## config.mk

```make
export PLATFORM = sky130hd
export DESIGN_NAME = pipelined_shifter
export DESIGN_NICKNAME = d
export VERILOG_FILES = /design/src/rtl/pipelined_shifter.sv
export SDC_FILE = /design/constraint.sdc
export NUM_CORES = 1
export LEC_CHECK = 0
export CAP_MARGIN = 0
export CELL_PAD_IN_SITES_DETAIL_PLACEMENT = 1
export CELL_PAD_IN_SITES_GLOBAL_PLACEMENT = 2
export CORE_ASPECT_RATIO = 0.5
export CORE_MARGIN = 3
export CORE_UTILIZATION = 39
export DETAILED_ROUTE_END_ITERATION = 7
export PLACE_DENSITY = 0.85
export RECOVER_POWER = 25
export SLEW_MARGIN = 25
export SYNTH_ARGS = -nofsm -noshare
export SYNTH_HDL_FRONTEND = slang
export SYNTH_SLANG_ARGS = --single-unit
```

## constraint.sdc

```tcl
create_clock -name clk -period 2.7 [get_ports clk]
set_input_delay 0.54 -clock clk [delete_from_list [all_inputs] [get_ports clk]]
set_output_delay 0.54 -clock clk [all_outputs]
set_load 0.02 [all_outputs]
```

## src/rtl/pipelined_shifter.sv

```systemverilog
// Pipelined barrel shifter: SLL/SRL/SRA/ROL/ROR with valid/ready on both sides.
// Optional outZero/outCarry flags are built when SHIFTER_FLAGS_EN is defined.
module pipelined_shifter #(
    parameter int WIDTH = 32,
    parameter int PIPE  = 1
) (
    input  logic                     clk,
    input  logic                     rstN,
    input  logic                     inValid,
    output logic                     inReady,
    input  logic [WIDTH-1:0]         inData,
    input  logic [$clog2(WIDTH)-1:0] shAmt,
    input  logic [2:0]               shOp,
    input  logic                     shBit,
    output logic                     outValid,
    input  logic                     outReady,
    output logic [WIDTH-1:0]         outData
`ifdef SHIFTER_FLAGS_EN
    ,
    output logic                     outZero,
    output logic                     outCarry
`endif
);

    localparam int AW = $clog2(WIDTH);

    localparam logic [2:0] OP_SLL = 3'b000;
    localparam logic [2:0] OP_SRL = 3'b001;
    localparam logic [2:0] OP_SRA = 3'b010;
    localparam logic [2:0] OP_ROL = 3'b011;
    localparam logic [2:0] OP_ROR = 3'b100;

    logic             adv_s;
    logic [WIDTH-1:0] out_dat_q;
    logic             out_vld_q;
`ifdef SHIFTER_FLAGS_EN
    logic             out_zero_q;
    logic             out_cy_q;
`endif

    // SRA fills with the current MSB, which stays equal to the operand sign across stages.
    function automatic logic [WIDTH-1:0] stage_shift(input logic [WIDTH-1:0] d,
                                                     input logic [2:0]       op,
                                                     input logic             fill,
                                                     input int               sh);
        logic [WIDTH-1:0] ones;
        logic [WIDTH-1:0] fill_v;
        logic [WIDTH-1:0] sign_v;
        logic [WIDTH-1:0] r;
        ones   = {WIDTH{1'b1}};
        fill_v = {WIDTH{fill}};
        sign_v = {WIDTH{d[WIDTH-1]}};
        case (op)
            OP_SLL:  r = (d << sh) | (fill_v & ~(ones << sh));
            OP_SRL:  r = (d >> sh) | (fill_v & ~(ones >> sh));
            OP_SRA:  r = (d >> sh) | (sign_v & ~(ones >> sh));
            OP_ROL:  r = (d << sh) | (d >> (WIDTH - sh));
            OP_ROR:  r = (d >> sh) | (d << (WIDTH - sh));
            default: r = d;
        endcase
        return r;
    endfunction

`ifdef SHIFTER_FLAGS_EN
    function automatic logic carry_out(input logic [WIDTH-1:0] d,
                                       input logic [2:0]       op,
                                       input int               sh);
        logic [WIDTH-1:0] rot_l;
        logic [WIDTH-1:0] rot_r;
        logic             c;
        rot_l = (d << sh) | (d >> (WIDTH - sh));
        rot_r = (d >> sh) | (d << (WIDTH - sh));
        case (op)
            OP_SLL, OP_ROL:         c = rot_l[0];
            OP_SRL, OP_SRA, OP_ROR: c = rot_r[WIDTH-1];
            default:                c = 1'b0;
        endcase
        return c;
    endfunction
`endif

    assign adv_s    = !out_vld_q || outReady;
    assign inReady  = adv_s;
    assign outValid = out_vld_q;
    assign outData  = out_dat_q;
`ifdef SHIFTER_FLAGS_EN
    assign outZero  = out_zero_q;
    assign outCarry = out_cy_q;
`endif

    for (genvar k = 0; k < AW; k++) begin : g_stage
        // Amount bits already consumed by earlier stages are dropped.
        logic [WIDTH-1:0] src_dat_s;
        logic [2:0]       src_op_s;
        logic             src_fill_s;
        logic             src_vld_s;
        logic [AW-1:k]    src_amt_s;
        logic [WIDTH-1:0] nxt_dat_s;
`ifdef SHIFTER_FLAGS_EN
        logic             src_cy_s;
        logic             nxt_cy_s;
`endif

        if (k == 0) begin : g_in
            assign src_dat_s  = inData;
            assign src_op_s   = shOp;
            assign src_fill_s = shBit;
            assign src_vld_s  = inValid;
            assign src_amt_s  = shAmt;
`ifdef SHIFTER_FLAGS_EN
            assign src_cy_s   = 1'b0;
`endif
        end else if (PIPE != 0) begin : g_reg
            logic [WIDTH-1:0] dat_q;
            logic [2:0]       op_q;
            logic             fill_q;
            logic             vld_q;
            logic [AW-1:k]    amt_q;
`ifdef SHIFTER_FLAGS_EN
            logic             cy_q;
`endif
            // Inter-stage register; the whole pipe advances or holds together.
            always_ff @(posedge clk or negedge rstN) begin
                if (!rstN) begin
                    dat_q  <= {WIDTH{1'b0}};
                    op_q   <= 3'b000;
                    fill_q <= 1'b0;
                    vld_q  <= 1'b0;
                    amt_q  <= {(AW-k){1'b0}};
`ifdef SHIFTER_FLAGS_EN
                    cy_q   <= 1'b0;
`endif
                end else if (adv_s) begin
                    dat_q  <= g_stage[k-1].nxt_dat_s;
                    op_q   <= g_stage[k-1].src_op_s;
                    fill_q <= g_stage[k-1].src_fill_s;
                    vld_q  <= g_stage[k-1].src_vld_s;
                    amt_q  <= g_stage[k-1].src_amt_s[AW-1:k];
`ifdef SHIFTER_FLAGS_EN
                    cy_q   <= g_stage[k-1].nxt_cy_s;
`endif
                end
            end
            assign src_dat_s  = dat_q;
            assign src_op_s   = op_q;
            assign src_fill_s = fill_q;
            assign src_vld_s  = vld_q;
            assign src_amt_s  = amt_q;
`ifdef SHIFTER_FLAGS_EN
            assign src_cy_s   = cy_q;
`endif
        end else begin : g_comb
            assign src_dat_s  = g_stage[k-1].nxt_dat_s;
            assign src_op_s   = g_stage[k-1].src_op_s;
            assign src_fill_s = g_stage[k-1].src_fill_s;
            assign src_vld_s  = g_stage[k-1].src_vld_s;
            assign src_amt_s  = g_stage[k-1].src_amt_s[AW-1:k];
`ifdef SHIFTER_FLAGS_EN
            assign src_cy_s   = g_stage[k-1].nxt_cy_s;
`endif
        end

        // Log-stage k: shift by 2^k when its amount bit is set.
        always_comb begin
            if (src_amt_s[k]) begin
                nxt_dat_s = stage_shift(src_dat_s, src_op_s, src_fill_s, 32'sd1 << k);
`ifdef SHIFTER_FLAGS_EN
                nxt_cy_s  = carry_out(src_dat_s, src_op_s, 32'sd1 << k);
`endif
            end else begin
                nxt_dat_s = src_dat_s;
`ifdef SHIFTER_FLAGS_EN
                nxt_cy_s  = src_cy_s;
`endif
            end
        end
    end

    // Output register: last stage result, held while the consumer stalls.
    always_ff @(posedge clk or negedge rstN) begin
        if (!rstN) begin
            out_dat_q  <= {WIDTH{1'b0}};
            out_vld_q  <= 1'b0;
`ifdef SHIFTER_FLAGS_EN
            out_zero_q <= 1'b0;
            out_cy_q   <= 1'b0;
`endif
        end else if (adv_s) begin
            out_dat_q  <= g_stage[AW-1].nxt_dat_s;
            out_vld_q  <= g_stage[AW-1].src_vld_s;
`ifdef SHIFTER_FLAGS_EN
            out_zero_q <= (g_stage[AW-1].nxt_dat_s == {WIDTH{1'b0}});
            out_cy_q   <= g_stage[AW-1].nxt_cy_s;
`endif
        end
    end

endmodule

```

* Word-level counts from Yosys, hierarchy flattened
Index checks and enable logic that the tools add are counted.
** Cells by class
- Eq/ne operators :: 20
- Bitwise operators :: 24
- Reduce and logical (&&, ||, !) cells :: 8
- Mux-type cells :: 10
** Operators by type and width (number)
- $pmux W32 S5 :: 4
- $mux W32 :: 5
- $pmux W32 S4 :: 1
- $or A16 B32 Y32 :: 3
- $or A24 B32 Y32 :: 3
- $or A28 B32 Y32 :: 3
- $or A30 B32 Y32 :: 3
- $or A31 B32 Y32 :: 3
- $or A32 B1 Y32 :: 2
- $or A32 B2 Y32 :: 2
- $or A32 B4 Y32 :: 2
- $or A32 B8 Y32 :: 2
- $or A32 B16 Y32 :: 1
- $eq A3 B2 Y1 const B :: 10
- $eq A3 B1 Y1 const B :: 5
- $eq A3 B3 Y1 const B :: 5
- $logic_not A3 Y1 :: 5
- $reduce_or A2 Y1 :: 1
- $logic_not A1 Y1 :: 1
- $logic_or A1 B1 Y1 :: 1
** Storage, ports and cells
- Register bits after elaboration :: 191
- Output and inout port bits :: 34
- Word-level logic and storage cells :: 84
- Bits of input ports :: 45

* Longest topological paths before layout
- Depth after elaboration :: 4
- Gate-level depth with buffers :: 7
- Gate-level depth less buffers :: 5

* Worst setup path after synthesis
Ideal clock, no wire load.
- Path type :: flip-flop to output port
- Start point :: register out_vld_q, in the netlist outValid
- End point :: output inReady
- Arrival :: 1.411 ns
- Stages on the path, launching flop included :: 6
- Buffers on the path :: 3
- Required time :: 2.160 ns
- Setup slack :: 0.749 ns
- Cells stage by stage :: dfrtp_1 > nor2b_1 > buf_2 > clkinv_1 > buf_2 > buf_1
** Between the ends
- Word-level cells in the longest chain between the ends :: 2
** Ends and longest elaborated chain
- from (decl) :: RTL line 35 : logic out_vld_q;
- from (signal assigned) :: RTL line 190 : out_vld_q <= g_stage[AW-1].src_vld_s;
- $logic_not A1 Y1 :: RTL line 82 : assign adv_s = !out_vld_q || outReady;
- $logic_or A1 B1 Y1 :: RTL line 82
- to (decl) :: RTL line 10 : output logic inReady,
Every way passes these cells.

* Worst setup path after layout
- Start point :: input outReady
- End point :: output inReady
** Between the ends
- Word-level cells in the longest chain between the ends :: 1
** Ends and longest elaborated chain
- from (decl) :: RTL line 16 : input logic outReady,
- $logic_or A1 B1 Y1 :: RTL line 82
Every way passes these cells.

==> impl_metrics.tcl <==
set metrics [dict create \
    postCtsSetupBuffers 0 \
    report.final.slew_viol_count 67 \
    violations "max-capacitance violations, max-slew violations" \
    internal_power_mw 9.464 \
    nets 1499 \
    ys_seq_area_frac 0.4062 \
    core_sq_mm 0.02934 \
    place_ws_ns 0.2337 \
    power_mw 17.50 \
    period_needed_ns 2.330 \
    clkPwrFrac 0.151 \
    worst_slack_ns 0.3703 \
    clk_latency_ns 0.46 \
    avgSynthCellArea_sq_um 8.092 \
    cp-end-kind "output pin" \
    synth_ff_type "dfrtp_1" \
    ff_latch_area_sq_mm 0.004780 \
    via_count 11071 \
    yosysTopAreaCellShare 0.4062 \
    final_cell_area_sq_mm 0.01342 \
    io_buffers 78 \
    insertedDiodeCount 0 \
    synth.area.top_cells "dfrtp_1 (41%), nand2_1 (13%), o21ai_0 (7.4%), o221ai_1 (7.3%), and3_1 (6.0%)" \
    cts.htree.levels 4 \
    final_common_cell "nand2_1" \
    gp_congestion 0.8546 \
    vdd_drop_max_mv 0.4953 \
    dieArea_sq_mm 0.03242 \
    grt_pass1_wl_um 61640 \
    fin_setup_tns_ns 0 \
    cap_viol_max_count 1 \
    slowest_delay_ns 0.61 \
    grt-ovfl-total 0 \
    cts_resized 0 \
    cp_top_family "buffers and inverters" \
    fillCellCount 3487 \
    synth_edf_count 0 \
    ys.warnings.count 0 \
    path_buf_inv 3 \
    numCtsBuffers 17 \
    outcome "complete, but fails checks" \
    drt-wirelength-per-cell_um 20.38 \
    hold_path_class "flip-flop to flip-flop" \
    startpoint_type "input pin" \
    p_sw_mw 8.034 \
    crit_type "input pin to output pin" \
    drtPass1Iterations 5 \
    cts_tree "yes" \
    cp_max_fo 2 \
    final_cell_mix "nand2_1 (401), dfrtp_1 (191), o21ai_0 (173)" \
    cp.arrival_ns 1.79 \
    viasPerCell 5.959 \
    relSlewSlack -0.2415 \
    hold_viol 0 \
    path_common_cell "clkdlybuf4s50_1" \
    setup_viol 0 \
    rsz0062_at_grt "no" \
    drtIter0Drc 673 \
    root_buffer "clkbuf_16" \
    initial_core_util 0.4010 \
    period_share 0.8628 \
    p_leak_nw 5.618 \
    clock.fmax_mhz 429.2 \
    path_cells "clkdlybuf4s50_1 -> nor2b_4 -> inv_4 -> clkdlybuf4s50_1" \
    yosys.area.top_type "dfrtp_1" \
    wl_um 37870 \
    area_delta_synth_final_pct 14.08 \
    grt_usage 0.2374 \
    slowest_stage "clkdlybuf4s50_1" \
    cts_max_path_buffers 2 \
    ant_nets 0 \
    path_clk_slew_ns 0.07 \
    grt_max_degree 195 \
    worstMarginPinSlew_ns 1.862 \
    netlist_area_sq_mm 0.01177 \
    die_y_um 128.8 \
    r2r_slack_ns 0.53 \
    async_flop_share 1.000 \
    p_per_area_mw_per_mm2 1304 \
    io_pins 79 \
    multi_input_area_sq_mm 0.006410 \
    netSwitchingFraction 0.4591 \
    hold_buffers 0 \
    drive_gt1_frac 0.07907 \
    worst_hold_slack_ns 0.4692 \
    ys_seq_elements 191 \
    rows 44 \
    dpl_cell_area_sq_mm 0.01283 \
    dieWidth_um 251.6 \
    drc_errors 0 \
    syn_nets 1499 \
    dp_hpwl_um 25240 \
    final.setup_skew_ns 0.01190 \
    ys_types 52 \
    worstPathRequired_ns 2.16 \
    synth_cells 1454 \
    power_frac_comb 0.484 \
    clock-sinks 191 \
    seq_power_share 0.365 \
    grt_pass1_vias 11007 \
    antenna_found_initial 0 \
]
cell usage after synthesis (2+ instances only):
cell type / count
inv_1: 5
or2_1: 2
a211oi_1: 16
mux2i_1: 16
and3b_1: 3
clkbuf_1: 73
and2_1: 3
a2bb2oi_1: 17
a22oi_1: 12
buf_2: 51
o221ai_1: 98
a21oi_1: 16
buf_4: 6
mux2_2: 29
nand3_1: 2
xnor2_2: 2
and3_1: 113
nor2_1: 20
maj3_1: 14
a32oi_1: 2
o21ai_1: 93
o21ai_0: 173
o21a_1: 17
buf_1: 5
a31oi_1: 2
nor2b_1: 12
nor3b_1: 30
dfrtp_1: 191
inv_2: 2
o311a_1: 3
nand2_1: 401
xor2_1: 2
nand2b_1: 4
state kept, by name (all words and copies together), names as in the netlist:
signal                flops
g_stage.g_reg.op_q       12
outValid                  1
g_stage.g_reg.dat_q     128
g_stage.g_reg.fill_q      4
outData                  32
g_stage.g_reg.amt_q      10
g_stage.g_reg.vld_q       4
tightest hold or removal path, stage by stage, from the launching register on:
cell     delay [ns]
dfrtp_1        0.34
nand2_1        0.05
nand2_1        0.05
logic make-up after synthesis:
family,count (synthesis),synth area share
simple gates,596,0.2323
compound gates,459,0.2488
flops,191,0.4062
buf+inv,143,0.05296
mux,45,0.04136
fa+ha+maj,14,0.01191
xor+xnor,6,0.006381
layout make-up:
| class | instances | area share |
|---|---|---|
| Tap cell | 391 | 0.03645 |
| Clock inverter | 8 | 0.007550 |
| Multi-Input combinational cell | 1120 | 0.4775 |
| Inverter | 8 | 0.002424 |
| Sequential cell | 191 | 0.3561 |
| Clock buffer | 24 | 0.03812 |
| Timing Repair Buffer | 116 | 0.08184 |
power by group through the flow:
stage / clock network, mW / registers [mW] / logic (mW)
after detailed placement: 0 / 6.39 / 8.42
after global routing: 2.83 / 6.58 / 9.43
final: 2.65 / 6.39 / 8.46
after floorplan: 0 / 5.62 / 6.10
after CTS: 2.72 / 6.34 / 8.47
after global placement: 0 / 6.27 / 8.14
path summary, 6_finish.rpt:
check / to / cells after the start / start
max: inReady / 4 / outReady
min: g_stage[1].g_reg.amt_q[3] / 2 / g_stage[1].g_reg.amt_q[3]
max reg2reg: g_stage[4].g_reg.dat_q[3] / 5 / g_stage[3].g_reg.op_q[2]
min reg2reg: g_stage[1].g_reg.amt_q[3] / 2 / g_stage[1].g_reg.amt_q[3]
max in group asynchronous: g_stage[1].g_reg.op_q[1] / 2 / rstN
min in group asynchronous: outData[20] / 1 / rstN
routing by layer:
metal,share of wire,wire length [um],track usage
met2,0.44,16790,0.3686
met3,0.045,1712,0.04848
met5,0,0,0
met4,0.017,655,0.06878
met1,0.49,18710,0.3371
per-stage QoR:
step / cells / utilization
after detailed placement: 1826 / 0.4373
after global routing: 1858 / 0.4574
final: 1858 / 0.4574
after global placement: 1826 / 0.4365
after CTS: 1858 / 0.4582
after floorplan: 1454 / -
Note: power is estimated with default switching activity, not from simulation.
